===== src/rtl/dmem_arbiter.sv =====
// Two-way arbiter (CPU MEM stage vs debug/loader) in front of the data-memory/IO port.
// Optional DMEM_ARB_LOCK_EN adds dbg_lock, which makes only the debug port eligible.
module dmem_arbiter #(
  parameter int ADDR_W       = 16,
  parameter int DATA_W       = 16,
  parameter int STARVE_LIMIT = 4
) (
  input  logic              clock,
  input  logic              reset,
  input  logic              cpu_req,
  input  logic              cpu_we,
  input  logic [ADDR_W-1:0] cpu_addr,
  input  logic [DATA_W-1:0] cpu_wdata,
  output logic [DATA_W-1:0] cpu_rdata,
  output logic              cpu_ack,
  output logic              cpu_stall,
  input  logic              dbg_req,
  input  logic              dbg_we,
  input  logic [ADDR_W-1:0] dbg_addr,
  input  logic [DATA_W-1:0] dbg_wdata,
  output logic [DATA_W-1:0] dbg_rdata,
  output logic              dbg_ack,
  output logic [ADDR_W-1:0] mem_addr,
  output logic [DATA_W-1:0] mem_wdata,
  output logic              mem_we,
  output logic              mem_re,
  input  logic [DATA_W-1:0] mem_rdata
`ifdef DMEM_ARB_LOCK_EN
  ,
  input  logic              dbg_lock
`endif
);

  // state   | meaning
  // IDLE    | nothing on the memory port this cycle
  // CPU_ACC | CPU access on the memory port, cpu_ack high
  // DBG_ACC | debug access on the memory port, dbg_ack high
  typedef enum logic [1:0] {
    IDLE    = 2'd0,
    CPU_ACC = 2'd1,
    DBG_ACC = 2'd2
  } state_t;

  localparam logic [3:0] LIMIT = 4'(STARVE_LIMIT);

  state_t     state;
  logic [3:0] starve_cnt;
  logic       lock;
  logic       cpu_elig;
  logic       grant_cpu;
  logic       grant_dbg;

`ifdef DMEM_ARB_LOCK_EN
  assign lock = dbg_lock;
`else
  assign lock = 1'b0;
`endif

  // Debug wins when it is the only eligible requester or it has waited out the starve limit.
  assign cpu_elig  = cpu_req & ~lock;
  assign grant_dbg = dbg_req & (~cpu_elig | (starve_cnt == LIMIT));
  assign grant_cpu = cpu_elig & ~grant_dbg;

  always_ff @(posedge clock) begin
    if (!reset) begin
      state      <= IDLE;
      mem_addr   <= '0;
      mem_wdata  <= '0;
      mem_we     <= 1'b0;
      mem_re     <= 1'b0;
      starve_cnt <= '0;
    end else begin
      if (grant_dbg) begin
        state     <= DBG_ACC;
        mem_addr  <= dbg_addr;
        mem_wdata <= dbg_wdata;
        mem_we    <= dbg_we;
        mem_re    <= ~dbg_we;
      end else if (grant_cpu) begin
        state     <= CPU_ACC;
        mem_addr  <= cpu_addr;
        mem_wdata <= cpu_wdata;
        mem_we    <= cpu_we;
        mem_re    <= ~cpu_we;
      end else begin
        state  <= IDLE;
        mem_we <= 1'b0;
        mem_re <= 1'b0;
      end

      // A lock freezes the fairness history so the CPU resumes where it left off.
      if (!lock) begin
        if (grant_dbg || !dbg_req)
          starve_cnt <= '0;
        else if (grant_cpu && (starve_cnt != LIMIT))
          starve_cnt <= starve_cnt + 4'd1;
      end
    end
  end

  assign cpu_ack   = (state == CPU_ACC);
  assign dbg_ack   = (state == DBG_ACC);
  assign cpu_rdata = cpu_ack ? mem_rdata : '0;
  assign dbg_rdata = dbg_ack ? mem_rdata : '0;
  assign cpu_stall = cpu_req & ~cpu_ack;

endmodule


===== config.mk =====
export PLATFORM = sky130hd
export DESIGN_NAME = dmem_arbiter
export DESIGN_NICKNAME = d
export VERILOG_FILES = /design/src/rtl/dmem_arbiter.sv
export SDC_FILE = /design/constraint.sdc
export NUM_CORES = 1
export LEC_CHECK = 0
export ABC_AREA = 1
export CORE_MARGIN = 3
export CORE_UTILIZATION = 39
export DETAILED_ROUTE_END_ITERATION = 10
export PLACE_DENSITY = 0.87
export REMOVE_ABC_BUFFERS = 1
export SYNTH_ARGS = -nofsm -noshare
export SYNTH_HDL_FRONTEND = slang
export SYNTH_SLANG_ARGS = --single-unit

===== constraint.sdc =====
create_clock -name clock -period 2.8 [get_ports clock]
set_input_delay 0.56 -clock clock [delete_from_list [all_inputs] [get_ports clock]]
set_output_delay 0.56 -clock clock [all_outputs]
set_load 0.01 [all_outputs]

== Yosys cells after proc, flatten, opt, wreduce, memory -nomap -nowiden ==
Cells that the tools add are included.
W data, S select, Z words.
Storage, ports and cells
  word-level logic and storage cells: 40
  memories: 0
  memory bits (read-only): 0
  flip-flop bits (word level): 40
  input port bits: 86
  RAM bits: 0
  bits in latches: 0
Cells by class
  order comparisons: 0
  eq/ne operators: 4
  bitwise logic cells: 10
  $mul: 0
  divide/modulo/power cells: 0
  multiplexer cells: 12
  reduce and logical (&&, ||, !) cells: 6
  shift-type cells: 0
  $add $sub $neg: 1
Operators with widths (number)
  $mux W16: 6
  $not A1 Y1: 6
  $mux W1: 5
  $add A4 B1 Y4 const B: 1
  $eq A4 B3 Y1 const B: 1
  $ne A4 B3 Y1 const B: 1
  $reduce_or A2 Y1: 2
  $and A1 B1 Y1: 3
  $eq A2 B1 Y1 const B: 1
  $eq A2 B2 Y1 const B: 1
  $mux W2: 1
  $reduce_bool A2 Y1: 1
  $logic_and A1 B1 Y1: 1
  $logic_not A1 Y1: 1
  $logic_or A1 B1 Y1: 1
  $or A1 B1 Y1: 1

== Longest topological paths before layout ==
Gate-level depths: netlist (run 1).
  depth in word-level cells: 7
  gate-level depth with buffers: 9
  gate-level depth less buffers: 8

== Worst setup path after synthesis (run 1) ==
Ideal clock, no wire load.
  path kind: register -> output
  from: reg state[1]
  to: out dbg_rdata[10]
  path buffers: 1
  cell stages (with the launch flop): 6
  data arrival time: 1.054 ns
  setup slack: 1.186 ns
  path through: dfxtp_1 > inv_1 > nor2_1 > inv_1 > clkbuf_1 > nor2_1
Between the ends
  cells in the longest elaborated chain, start to end: 2
RTL lines
  start: declaration: RTL line 46  | state_t state;
  start signal: assignment: RTL line 66  | state <= IDLE;
  start signal: assignment: RTL line 74  | state <= DBG_ACC;
  start signal: assignment: RTL line 80  | state <= CPU_ACC;
  $eq A2 B2 Y1: RTL line 102  | assign dbg_ack = (state == DBG_ACC);
  named net dbg_ack: RTL line 22  | output logic dbg_ack,
  $mux W16: RTL line 104  | assign dbg_rdata = dbg_ack ? mem_rdata : '0;
  end: declaration: RTL line 21  | output logic [DATA_W-1:0] dbg_rdata,
The timed path passes the listed nets, and every way through them passes these cells.

== Worst setup path after layout (run 1) ==
  from: reg state[1]
  to: out cpu_stall
Between the ends
  cells in the longest elaborated chain, start to end: 3
RTL lines
  $eq A2 B1 Y1: RTL line 101  | assign cpu_ack = (state == CPU_ACC);
  $not A1 Y1: RTL line 105  | assign cpu_stall = cpu_req & ~cpu_ack;
  $and A1 B1 Y1: RTL line 105
  end: declaration: RTL line 16  | output logic cpu_stall,
Every way passes these cells.

==> results of run 1 <==
-- synth_stat cells --
cell type,instances
a21oi_1,33
buf_2,8
buf_4,2
buf_6,8
clkbuf_1,10
dfxtp_1,40
ha_1,2
inv_1,60
nand2_1,38
nand3_1,36
nand4_1,2
nor2_1,101
nor2_2,1
o21ai_0,2
o21ai_1,32
or2_1,1
xnor2_1,1
-- registers in the layout, indices dropped and copies added, names as in the netlist --
name,count
state,2
mem_wdata,16
mem_we,1
starve_cnt,4
mem_addr,16
mem_re,1
-- power by group through the flow --
stage,clock (W),combinational (W),sequential (W)
after floorplan,0,0.000144,0.000660
final,0.000352,0.000445,0.000630
after global placement,0,0.000438,0.000641
after global routing,0.000388,0.000487,0.000637
after detailed placement,0,0.000448,0.000643
after CTS,0.000364,0.000450,0.000631
-- metal layers --
metal	share of wire (%)	wire length [um]	vias to the layer above	track usage [%]
met5	0	0	-	0
met1	39	2750	1225	21.8
met4	1.3	91	0	4.90
met3	8.7	614	8	6.85
li1	-	-	1428	-
met2	51	3630	121	38.8
-- per-stage QoR --
step | setup slack (ns) | total power, W | utilization, % | hold WS, ns
5_1_grt | 0.284 | 0.00151 | 69.3 | 0.495
3_3_place_gp | 0.457 | 0.00108 | 67.9 | 0.451
2_1_floorplan | 0.677 | 0.000804 | - | 0.441
6_report | 0.406 | 0.00143 | 69.3 | 0.470
3_5_place_dp | 0.419 | 0.00109 | 67.9 | 0.460
4_1_cts | 0.388 | 0.00144 | 69.3 | 0.470
-- logic make-up after synthesis --
kind of cell	synth area share [%]
xor gates and xnor gates	0.380
and+or+nand+nor	31.5
DFF	34.7
buffers and inverters	17.7
adders and majority gates	1.09
AOI/OAI and AO/OA	14.5
-- layout by cell type, fill, tap and decap left out, drive strengths merged --
cell type      Yosys  routed
xnor2              1       1
clkinv             0       1
o21ai             34      34
nand3             36      36
clkdlybuf4s50      0     153
inv               60      60
clkbuf            10       6
dfxtp             40      40
buf               18       5
nor2             102     102
nand4              2       2
ha                 2       2
or2                1       1
a21oi             33      33
nand2             38      38
-- final cells by class --
class	instances	area (um2)	share of cell area [%]
Timing Repair Buffer	158	1590	41.0
Multi-Input combinational cell	249	1100	28.3
Sequential cell	40	801	20.6
Inverter	60	225	5.80
Tap cell	72	90.1	2.32
Clock buffer	6	72.6	1.87
Clock inverter	1	5.00	0.129
-- path summary, 6_finish.rpt --
path / start / to / slack [ns] / cells past startpoint
max reg2reg: starve_cnt[0] / mem_wdata[3] / 1.04 / 9
min: starve_cnt[3] / starve_cnt[3] / 0.47 / 2
min reg2reg: starve_cnt[3] / starve_cnt[3] / 0.47 / 2
max: state[1] / cpu_stall / 0.41 / 5
-- critical path: cells and delay by family, from the launching register on --
kind                   cells  cell delay, ns
buffers and inverters      3            0.73
and+or+nand+nor            2            0.51
DFF                        1            0.31
==> key figures, run 1 <==
Timing
  • Setup TNS: 0 ns
  • Fin. Hold Viols: 0
  • Fmax: 0.418 GHz
  • Tightest Pin Transition: 0.527 ns
  • RSZ-0062 raised after global routing: no
  • Tmin final: about 2.4 ns
  • Final Skew: about 0.007 ns
  • Slew Viols, Final: 0
  • Tcrit/Tclk final: 85.5%
  • Rel. slew slack: 64.8%
  • Final setup viols: 0

Place
  • Port-buffer cells: 154
  • Post-DP HPWL: 5450 um
  • Post-DP Area: 3810 um2
  • RD Place Congestion: 0.845
  • Dpl cells: approximately 580

GRT
  • Vias in the first global route: between 2000 and 3000
  • Global route overflow: 0
  • Antenna violations before repair: 0
  • Total GRT Usage: 20.6%
  • Largest net degree at the start of global routing: 65
  • First-pass GRT wire length: around 12000 um

Worst hold path
  • Min-delay worst type: flip-flop to flip-flop

Clock network
  • Hold Buf Count CTS: 0
  • CTS Buf Count: 5
  • Post-cts resize count: 0
  • Longest Clk Path Bufs: 2
  • Clock transition at the registers of the reported paths: 0.07 ns
  • # clock sinks: 40
  • CTS Root Buffer Type: clkbuf_8
  • Setup Fix Bufs, Post-CTS: 0
  • Clk_lat worst skew: 0.28 ns
  • Htree depth: 2
  • CTS tree: done

Power
  • Clock power frac: between 20% and 30%
  • Psw: around 0.00039 W
  • Leakage dissipation: 1.81 nW
  • P_int: 0.00103 W
  • Combinational Power Share: around 31%
  • Maximum vdd ir drop: around 0.00021 V
  • Switching Fraction: 27.7%
  • PD cells: 367 nW/um2
  • Sequential power share: 44.2%

Routing
  • Detailed router's first-iteration violation count: 137
  • Routed len/inst: 12.1 um
  • DR pass1 iterations: 4
  • Final antenna-violating net count: 0
  • Final wirelength: approximately 7000 um
  • Vias: 2782
  • DRC errors left: 0
  • Vias/cell: 4.75

Setup path
  • Worst setup SP type: flip-flop
  • Arr. time, crit path: 1.83 ns
  • CP endpoint kind: output pin
  • CP max stage delay: around 0.55 ns
  • CP cell instances: inv_1 > nand2_1 > inv_1 > nor2_1 > clkdlybuf4s50_1
  • CP Data Required Time: 2.24 ns
  • Crit-path most repeated cell: inv_1
  • WS Path Type: flip-flop to output pin
  • Slowest CP cell: clkdlybuf4s50_1
  • Worst-path fanout max: 17

Synthesis
  • Synth Instances: 377
  • Post-Syn Area: 2300 um2
  • Area leader, netlist: dfxtp_1
  • Post-synthesis sequential area ratio: 34.7%
  • Synth Warn #: 0
  • Synth unique cells: 17
  • Share of the synthesized area in the top cell type: roughly a third
  • Syn Area/Cell: a little over 6 um2
  • Top post-synthesis cells by area: dfxtp_1 (35%), nor2_1 (16%), inv_1 (9.8%)
  • Register bit total from synthesis: 40

Cells and area
  • Layout cells sized above 1: 2.72%
  • FILL cells: slightly below 500
  • Antenna cells: 0
  • Number of standard cells in the final layout excluding fillers: slightly below 600
  • Syn-to-layout area delta: 68.5%
  • Design Area, Final: 3880 um2
  • Layout Nets: 602

Die
  • Die height: 82.9 um
  • # IOs: 155
  • Initial Util: 41.1%
  • Total Die Area: 6870 um2
  • Core area: 5610 um2
  • # rows: 27
  • Die W: between 80 and 90 um

Flow run
  • Max_cap viols: 0

Run status
  • Status: complete, no violations
No activity file was read; power rests on OpenSTA's default activity.
==> inputs of run 2 (changes only) <==
- CORE_UTILIZATION: 39 -> 40
- CTS_BUF_LIST: not set -> sky130_fd_sc_hd__clkbuf_2 sky130_fd_sc_hd__clkbuf_4 sky130_fd_sc_hd__clkbuf_8
- PLACE_DENSITY: 0.87 -> 0.89
==> run 2 against run 1 <==
Net effect:
- fmax increased by 1.4%
- combinational power down 0.9%
- non-clock buffer count stayed put
- sequential power hardly changed
- sequential share of layout area fell by 0.079 points
- first-iteration DRC count decreased by 19%
- worst hold slack improved by 0.0033 ns
- clock skew fell by 0.0032 ns
- worst setup slack improved by 0.033 ns
- critical endpoint unchanged
==> key figures, run 2 (synthesis gave the netlist of run 1 again) <==
Run status
  • Status: complete, no violations

Timing
  • Fin. Hold Viols: 0 (unchanged)
  • Rel. slew slack: 48.5% (-16 points)
  • Slew Viols, Final: 0 (unchanged)
  • Tcrit/Tclk final: 84.3% (-1.2 points)
  • Tightest Pin Transition: 0.769 ns (+0.242 ns)
  • Final setup viols: 0 (unchanged)
  • Setup TNS: 0 ns (unchanged)
  • Final Skew: 0.00396 ns (-0.00324 ns)
  • Fmax: 0.424 GHz (+1.4%)
  • Tmin final: 2.36 ns (-0.0327 ns)
  • RSZ-0062 raised after global routing: no

Clock network
  • CTS Buf Count: 5 (unchanged)
  • Htree depth: 2 (unchanged)
  • CTS tree: done
  • Hold Buf Count CTS: 0 (unchanged)
  • Setup Fix Bufs, Post-CTS: 0 (unchanged)
  • Clock transition at the registers of the reported paths: 0.08 ns (about the same)
  • Longest Clk Path Bufs: 2 (unchanged)
  • # clock sinks: 40 (unchanged)
  • Post-cts resize count: 0 (unchanged)
  • CTS Root Buffer Type: clkbuf_8
  • Clk_lat worst skew: 0.28 ns (about the same)

Place
  • Post-DP Area: 3810 um2 (unchanged)
  • Port-buffer cells: 154 (unchanged)
  • Post-DP HPWL: 5200 um (-4.5%)
  • Dpl cells: 579 (unchanged)
  • RD Place Congestion: 0.692 (-18%)

Setup path
  • R2r setup slk: 0.90 ns (-0.14 ns)
  • Worst-path fanout max: 4 (-13)
  • CP cell instances: clkdlybuf4s50_1 > inv_1 > nor2_1 > clkdlybuf4s50_1
  • CP max stage delay: 0.55 ns (about the same)
  • Slowest CP cell: clkdlybuf4s50_1
  • CP endpoint kind: output pin
  • Arr. time, crit path: 1.80 ns (-0.03 ns)
  • Crit path buffers/inverters: 3 (unchanged)
  • WS Path Type: input pin to output pin
  • Worst setup SP type: input pin
  • CP Data Required Time: 2.24 ns (about the same)
  • Crit-path most repeated cell: clkdlybuf4s50_1
  • CP top delay family: buffers and inverters

Power
  • PD cells: 374 nW/um2 (+1.8%)
  • Combinational Power Share: 30.3% (-0.9 points)
  • Clock power frac: 26.5% (+1.9 points)
  • Psw: 0.000398 W (+0.89%)
  • Sequential power share: 43.2% (-1.0 points)
  • P_int: 0.00106 W (+2.6%)
  • Switching Fraction: 27.3% (-0.34 points)
  • Leakage dissipation: 1.82 nW (+0.55%)
  • Maximum vdd ir drop: 0.000218 V (+2.9%)

Routing
  • Final antenna-violating net count: 0 (unchanged)
  • Vias: 2773 (-0.32%)
  • Detailed router's first-iteration violation count: 111 (-19%)
  • Final wirelength: 6680 um (-5.8%)
  • DR pass1 iterations: 4 (unchanged)
  • Routed len/inst: 11.4 um (-5.9%)
  • Vias/cell: 4.72 (-0.49%)
  • DRC errors left: 0 (unchanged)

Die
  • # rows: 27 (unchanged)
  • Die height: 81.9 um (-1.2%)
  • # IOs: 155 (unchanged)
  • Total Die Area: 6710 um2 (-2.3%)
  • Die W: 81.9 um (-1.2%)
  • Core area: 5540 um2 (-1.2%)
  • Initial Util: 41.6% (+0.50 points)

Flow run
  • Max_cap viols: 0 (unchanged)

Cells and area
  • Number of standard cells in the final layout excluding fillers: 587 (+0.17%)
  • Multi-input gate area: 1100 um2 (unchanged)
  • Layout Nets: 602 (unchanged)
  • Seq. cell area: 801 um2 (unchanged)
  • Post-layout util: 70.4% (+1.1 points)
  • Layout cells sized above 1: 3.11% (+0.38 points)
  • Most common cell after layout, fill and taps aside: clkdlybuf4s50_1
  • Design Area, Final: 3900 um2 (+0.39%)
  • Antenna cells: 0 (unchanged)
  • Largest regs: mem_addr: 16 flops, mem_wdata: 16 flops, starve_cnt: 4 flops
  • FILL cells: 479 (-2.4%)
  • Syn-to-layout area delta: 69.2%
  • Commonest non-fill, non-tap cells in the layout: clkdlybuf4s50_1 (153), nor2_1 (101), inv_1 (60)

GRT
  • Total GRT Usage: 19.2% (-1.4 points)
  • Largest net degree at the start of global routing: 69 (+6.2%)
  • Antenna violations before repair: 0 (unchanged)
  • Met2 usage: 36.2% (-2.7 points)
  • Grt peak-use layer: met2
  • First-pass GRT wire length: 10200 um (-15%)
  • Routing usage on met1: 20.5% (-1.3 points)
  • Met3 usage: 6.80% (-0.047 points)
  • Vias in the first global route: 2388 (-8.5%)
  • Global route overflow: 0 (unchanged)

Worst hold path
  • Min-delay worst type: flip-flop to flip-flop
run 2: changes by cell type in the layout (fill, tap and decap cells not counted):
cell and change:
clkbuf_1 -1, clkbuf_8 +1, clkinv_2 +1
run 2: layer usage:
layer	share of wire, %	up-vias
li1	-	1432
met1	39	1230
met2	49	106
met3	11	5
met4	0.63	0
met5	0	-
run 2: worst reg2reg max path: stages (launching register included):
cell and delay [ns]:
dfxtp_1 0.41, inv_1 0.06, ha_1 0.19, nand3_1 0.09, nand2_2 0.37, buf_12 0.34, nand3_1 0.09, nand2_1 0.06
nor2_1 0.12, nor2_1 0.05
run 2: cell type report:
type | count | share of cell area, %
inverters | 60 | 5.78
clock inverters | 2 | 0.257
multi-input cells | 249 | 28.2
flip-flops and latches | 40 | 20.5
repair buffers | 158 | 40.8
well taps | 72 | 2.31
clock buffers | 6 | 2.12
run 2: final timing paths:
kind,start,to,cells after the start
worst max-delay path,cpu_req,cpu_stall,4
worst min-delay path,starve_cnt[3],starve_cnt[3],2
worst max register to register,starve_cnt[0],mem_addr[12],9
worst min register to register,starve_cnt[3],starve_cnt[3],2
run 2: power by group through the flow:
stage / clock (W) / combinational, W / sequential [W]
2_1_floorplan: 0 / 0.000144 / 0.000660
3_3_place_gp: 0 / 0.000436 / 0.000642
3_5_place_dp: 0 / 0.000444 / 0.000643
4_1_cts: 0.000397 / 0.000446 / 0.000631
5_1_grt: 0.000418 / 0.000486 / 0.000635
6_report: 0.000387 / 0.000441 / 0.000630
run 2: per-stage QoR:
step | total power, W | hold WS (ns) | setup WS (ns)
detailed placement | 0.00109 | 0.462 | 0.446
floorplan | 0.000804 | 0.441 | 0.677
finish | 0.00146 | 0.473 | 0.439
CTS | 0.00147 | 0.474 | 0.439
global placement | 0.00108 | 0.451 | 0.463
global route | 0.00154 | 0.507 | 0.321
==> inputs of run 3 (changes only) <==
- CORE_UTILIZATION: 40 -> 33
- PLACE_DENSITY: 0.89 -> 0.78
- clock period: 2.8 -> 2 ns (I/O delays scaled with it)
==> run 3 against run 2 <==
Net effect:
- critical path depth unchanged
- clock power grew 40%
- combinational power is 44% higher
- global-route usage down 2.2 points
- via count down 0.69%
- non-clock buffer count increased by 8
- sequential share of layout area shrank 0.82 points
- worst setup slack got worse by 0.39 ns
- register-to-register slack worse by 0.50 ns
- clock skew up 0.0056 ns
- sequential cell count stayed put
- critical path type unchanged
- critical endpoint is now dbg_rdata[2]
- highest routed layer unchanged
==> key figures, run 3 (synthesis gave the netlist of run 1 again) <==
Setup path
  • R2R Path Start: starve_cnt[0]
  • R2R Path End: mem_addr[0]
  • WS Path Type: input pin to output pin
  • Worst-path fanout max: 2 (-2)
  • Crit path buffers/inverters: 3 (unchanged)
  • Slowest CP cell: clkdlybuf4s50_1
  • CP top delay family: buffers and inverters
  • Arr. time, crit path: 1.56 ns (-0.24 ns)
  • CP endpoint kind: output pin
  • Worst setup SP type: input pin
  • CP Data Required Time: 1.60 ns (-0.64 ns)
  • CP cell instances: clkdlybuf4s50_1 > inv_1 > nor2_1 > clkdlybuf4s50_1
  • Crit-path most repeated cell: clkdlybuf4s50_1
  • Register-to-Register Path Depth: 9 (unchanged)
  • CP max stage delay: 0.54 ns (about the same)
  • R2r setup slk: 0.40 ns (-0.50 ns)

Cells and area
  • Most common cell after layout, fill and taps aside: clkdlybuf4s50_1
  • Layout cells sized above 1: 4.97% (+1.9 points)
  • Layout Nets: 610 (+1.3%)
  • FILL cells: 623 (+30%)
  • Largest regs: mem_addr: 16 flops, mem_wdata: 16 flops, starve_cnt: 4 flops
  • Number of standard cells in the final layout excluding fillers: 616 (+4.9%)
  • Antenna cells: 0 (unchanged)
  • Post-layout util: 61.8% (-8.5 points)
  • Syn-to-layout area delta: 76.2%
  • Commonest non-fill, non-tap cells in the layout: clkdlybuf4s50_1 (128), nor2_1 (100), inv_1 (59)

Die
  • Die height: 89.6 um (+9.4%)
  • # rows: 29 (+7.4%)
  • Core area: 6570 um2 (+19%)
  • Total Die Area: 8020 um2 (+20%)
  • Initial Util: 35.1% (-6.5 points)
  • # IOs: 155 (unchanged)
  • Die W: 89.6 um (+9.4%)

Place
  • Dpl cells: 606 (+4.7%)
  • Pre-CTS setup slack: 0.00893 ns (-0.437 ns)
  • Port-buffer cells: 154 (unchanged)
  • Post-DP HPWL: 5620 um (+8.0%)
  • RD Place Congestion: 0.734 (+6.1%)

Clock network
  • Hold Buf Count CTS: 0 (unchanged)
  • CTS Buf Count: 5 (unchanged)
  • Htree depth: 2 (unchanged)
  • # clock sinks: 40 (unchanged)
  • CTS Root Buffer Type: clkbuf_8
  • Clock transition at the registers of the reported paths: 0.08 ns (about the same)
  • CTS tree: done
  • Longest Clk Path Bufs: 2 (unchanged)
  • Clk_lat worst skew: 0.28 ns (about the same)

Timing
  • Hold WS: 0.482 ns (+0.00866 ns)
  • Fin. Hold Viols: 0 (unchanged)
  • Tightest Pin Transition: 0.483 ns (-0.287 ns)
  • Rel. slew slack: 67.7% (+19 points)
  • Final setup margin: 0.0447 ns (-0.394 ns)
  • Final setup viols: 0 (unchanged)
  • RSZ-0062 raised after global routing: yes
  • Setup TNS: 0 ns (unchanged)
  • Tcrit/Tclk final: a little over nine tenths
  • Fmax: 0.511 GHz
  • Final Skew: 0.00958 ns (+0.00562 ns)
  • Slew Viols, Final: 0 (unchanged)
  • Tmin final: 1.96 ns

Routing
  • DRC errors left: 0 (unchanged)
  • Vias: 2754 (-0.69%)
  • DR pass1 iterations: 4 (unchanged)
  • Detailed router's first-iteration violation count: 44 (-60%)
  • Final wirelength: 7210 um (+7.9%)
  • Routed len/inst: 11.7 um (+2.8%)
  • Vias/cell: 4.47 (-5.4%)
  • Final antenna-violating net count: 0 (unchanged)

GRT
  • Antenna violations before repair: 0 (unchanged)
  • Global route overflow: 0 (unchanged)
  • First-pass GRT wire length: 10800 um (+5.6%)
  • Total GRT Usage: 17.0% (-2.2 points)
  • Vias in the first global route: 2413 (+1.0%)
  • Largest net degree at the start of global routing: 69 (unchanged)

Worst hold path
  • Hold path depth: 2 (unchanged)
  • Min-delay worst type: flip-flop to flip-flop
  • Hold EP: starve_cnt[3]
  • HP Start: starve_cnt[3]

Run status
  • Status: complete, no violations

Flow run
  • Max_cap viols: 0 (unchanged)

Power
  • Maximum vdd ir drop: 0.000317 V (+46%)
  • Leakage dissipation: 2.21 nW (+21%)
  • PD cells: 507 nW/um2 (+36%)
## run 3: cell count changes in the layout (fill, tap and decap cells not counted), sizes merged
| cell | previous run | this run |
|---|---|---|
| dlygate4sd2 | 0 | 7 |
| clkdlybuf4s50 | 153 | 128 |
| dlymetal6s2s | 0 | 18 |
| buf | 5 | 13 |
## run 3: how the worst max path moves through the flow
stage,start,end,slack [ns],depth (start not counted)
finish,mem_rdata[2],dbg_rdata[2],0.04,4
CTS,state[1],dbg_rdata[12],0.0003,5
floorplan,starve_cnt[0],starve_cnt[3],-0.12,7
global route,state[1],cpu_rdata[9],-0.01,5
global placement,mem_rdata[4],dbg_rdata[4],0.01,4
detailed placement,mem_rdata[4],dbg_rdata[4],0.009,4
## run 3: metal layers
metal  vias up  GRT usage [%]  part of all wire (%)  wire [um]
li1       1450              -                     -          -
met1      1193           18.1                    40       2890
met2       109           31.6                    48       3470
met3         2           6.84                    11        818
met4         0           3.25                  0.46         33
met5         -              0                     0          0
## run 3: timing repair
| item | 4_1_cts | 5_1_grt |
|---|---|---|
| pin swaps | 0 | 0 |
| setup buffers | 0 | 2 |
| gates resized for setup | 8 | 19 |
| endpoints found under the setup margin | 16 | 22 |
## run 3: final cells by class
cell class / instances / area [um2] / area share (%)
Tap cell: 93 / 116 / 2.87
Multi-Input combinational cell: 249 / 1100 / 27.1
Clock buffer: 6 / 82.6 / 2.03
Sequential cell: 40 / 801 / 19.7
Clock inverter: 2 / 10.0 / 0.246
Inverter: 60 / 225 / 5.55
Timing Repair Buffer: 166 / 1730 / 42.5
## run 3: report_power, final
part | total [W] | switching, W | internal [W]
Combinational | 0.000637 | 0.000270 | 0.000367
Sequential | 0.000881 | 0.0000280 | 0.000853
Clock | 0.000540 | 0.000265 | 0.000275
Total | 0.00206 | 0.000563 | 0.00150
## run 3: per-stage QoR
step	cell area (um2)	power, W
finish	4060	0.00206
floorplan	2120	0.00113
CTS	4000	0.00209
global route	4060	0.00219
global placement	3920	0.00153
detailed placement	3920	0.00155
## run 3: worst register-to-register path, stage by stage, from the launching register on
cell and delay (ns):
dfxtp_1 0.41, inv_1 0.06, ha_1 0.20, nand3_1 0.09, nand2_2 0.20, buf_12 0.24
nand3_1 0.09, nand2_1 0.05, nor2_1 0.11, nor2_1 0.05
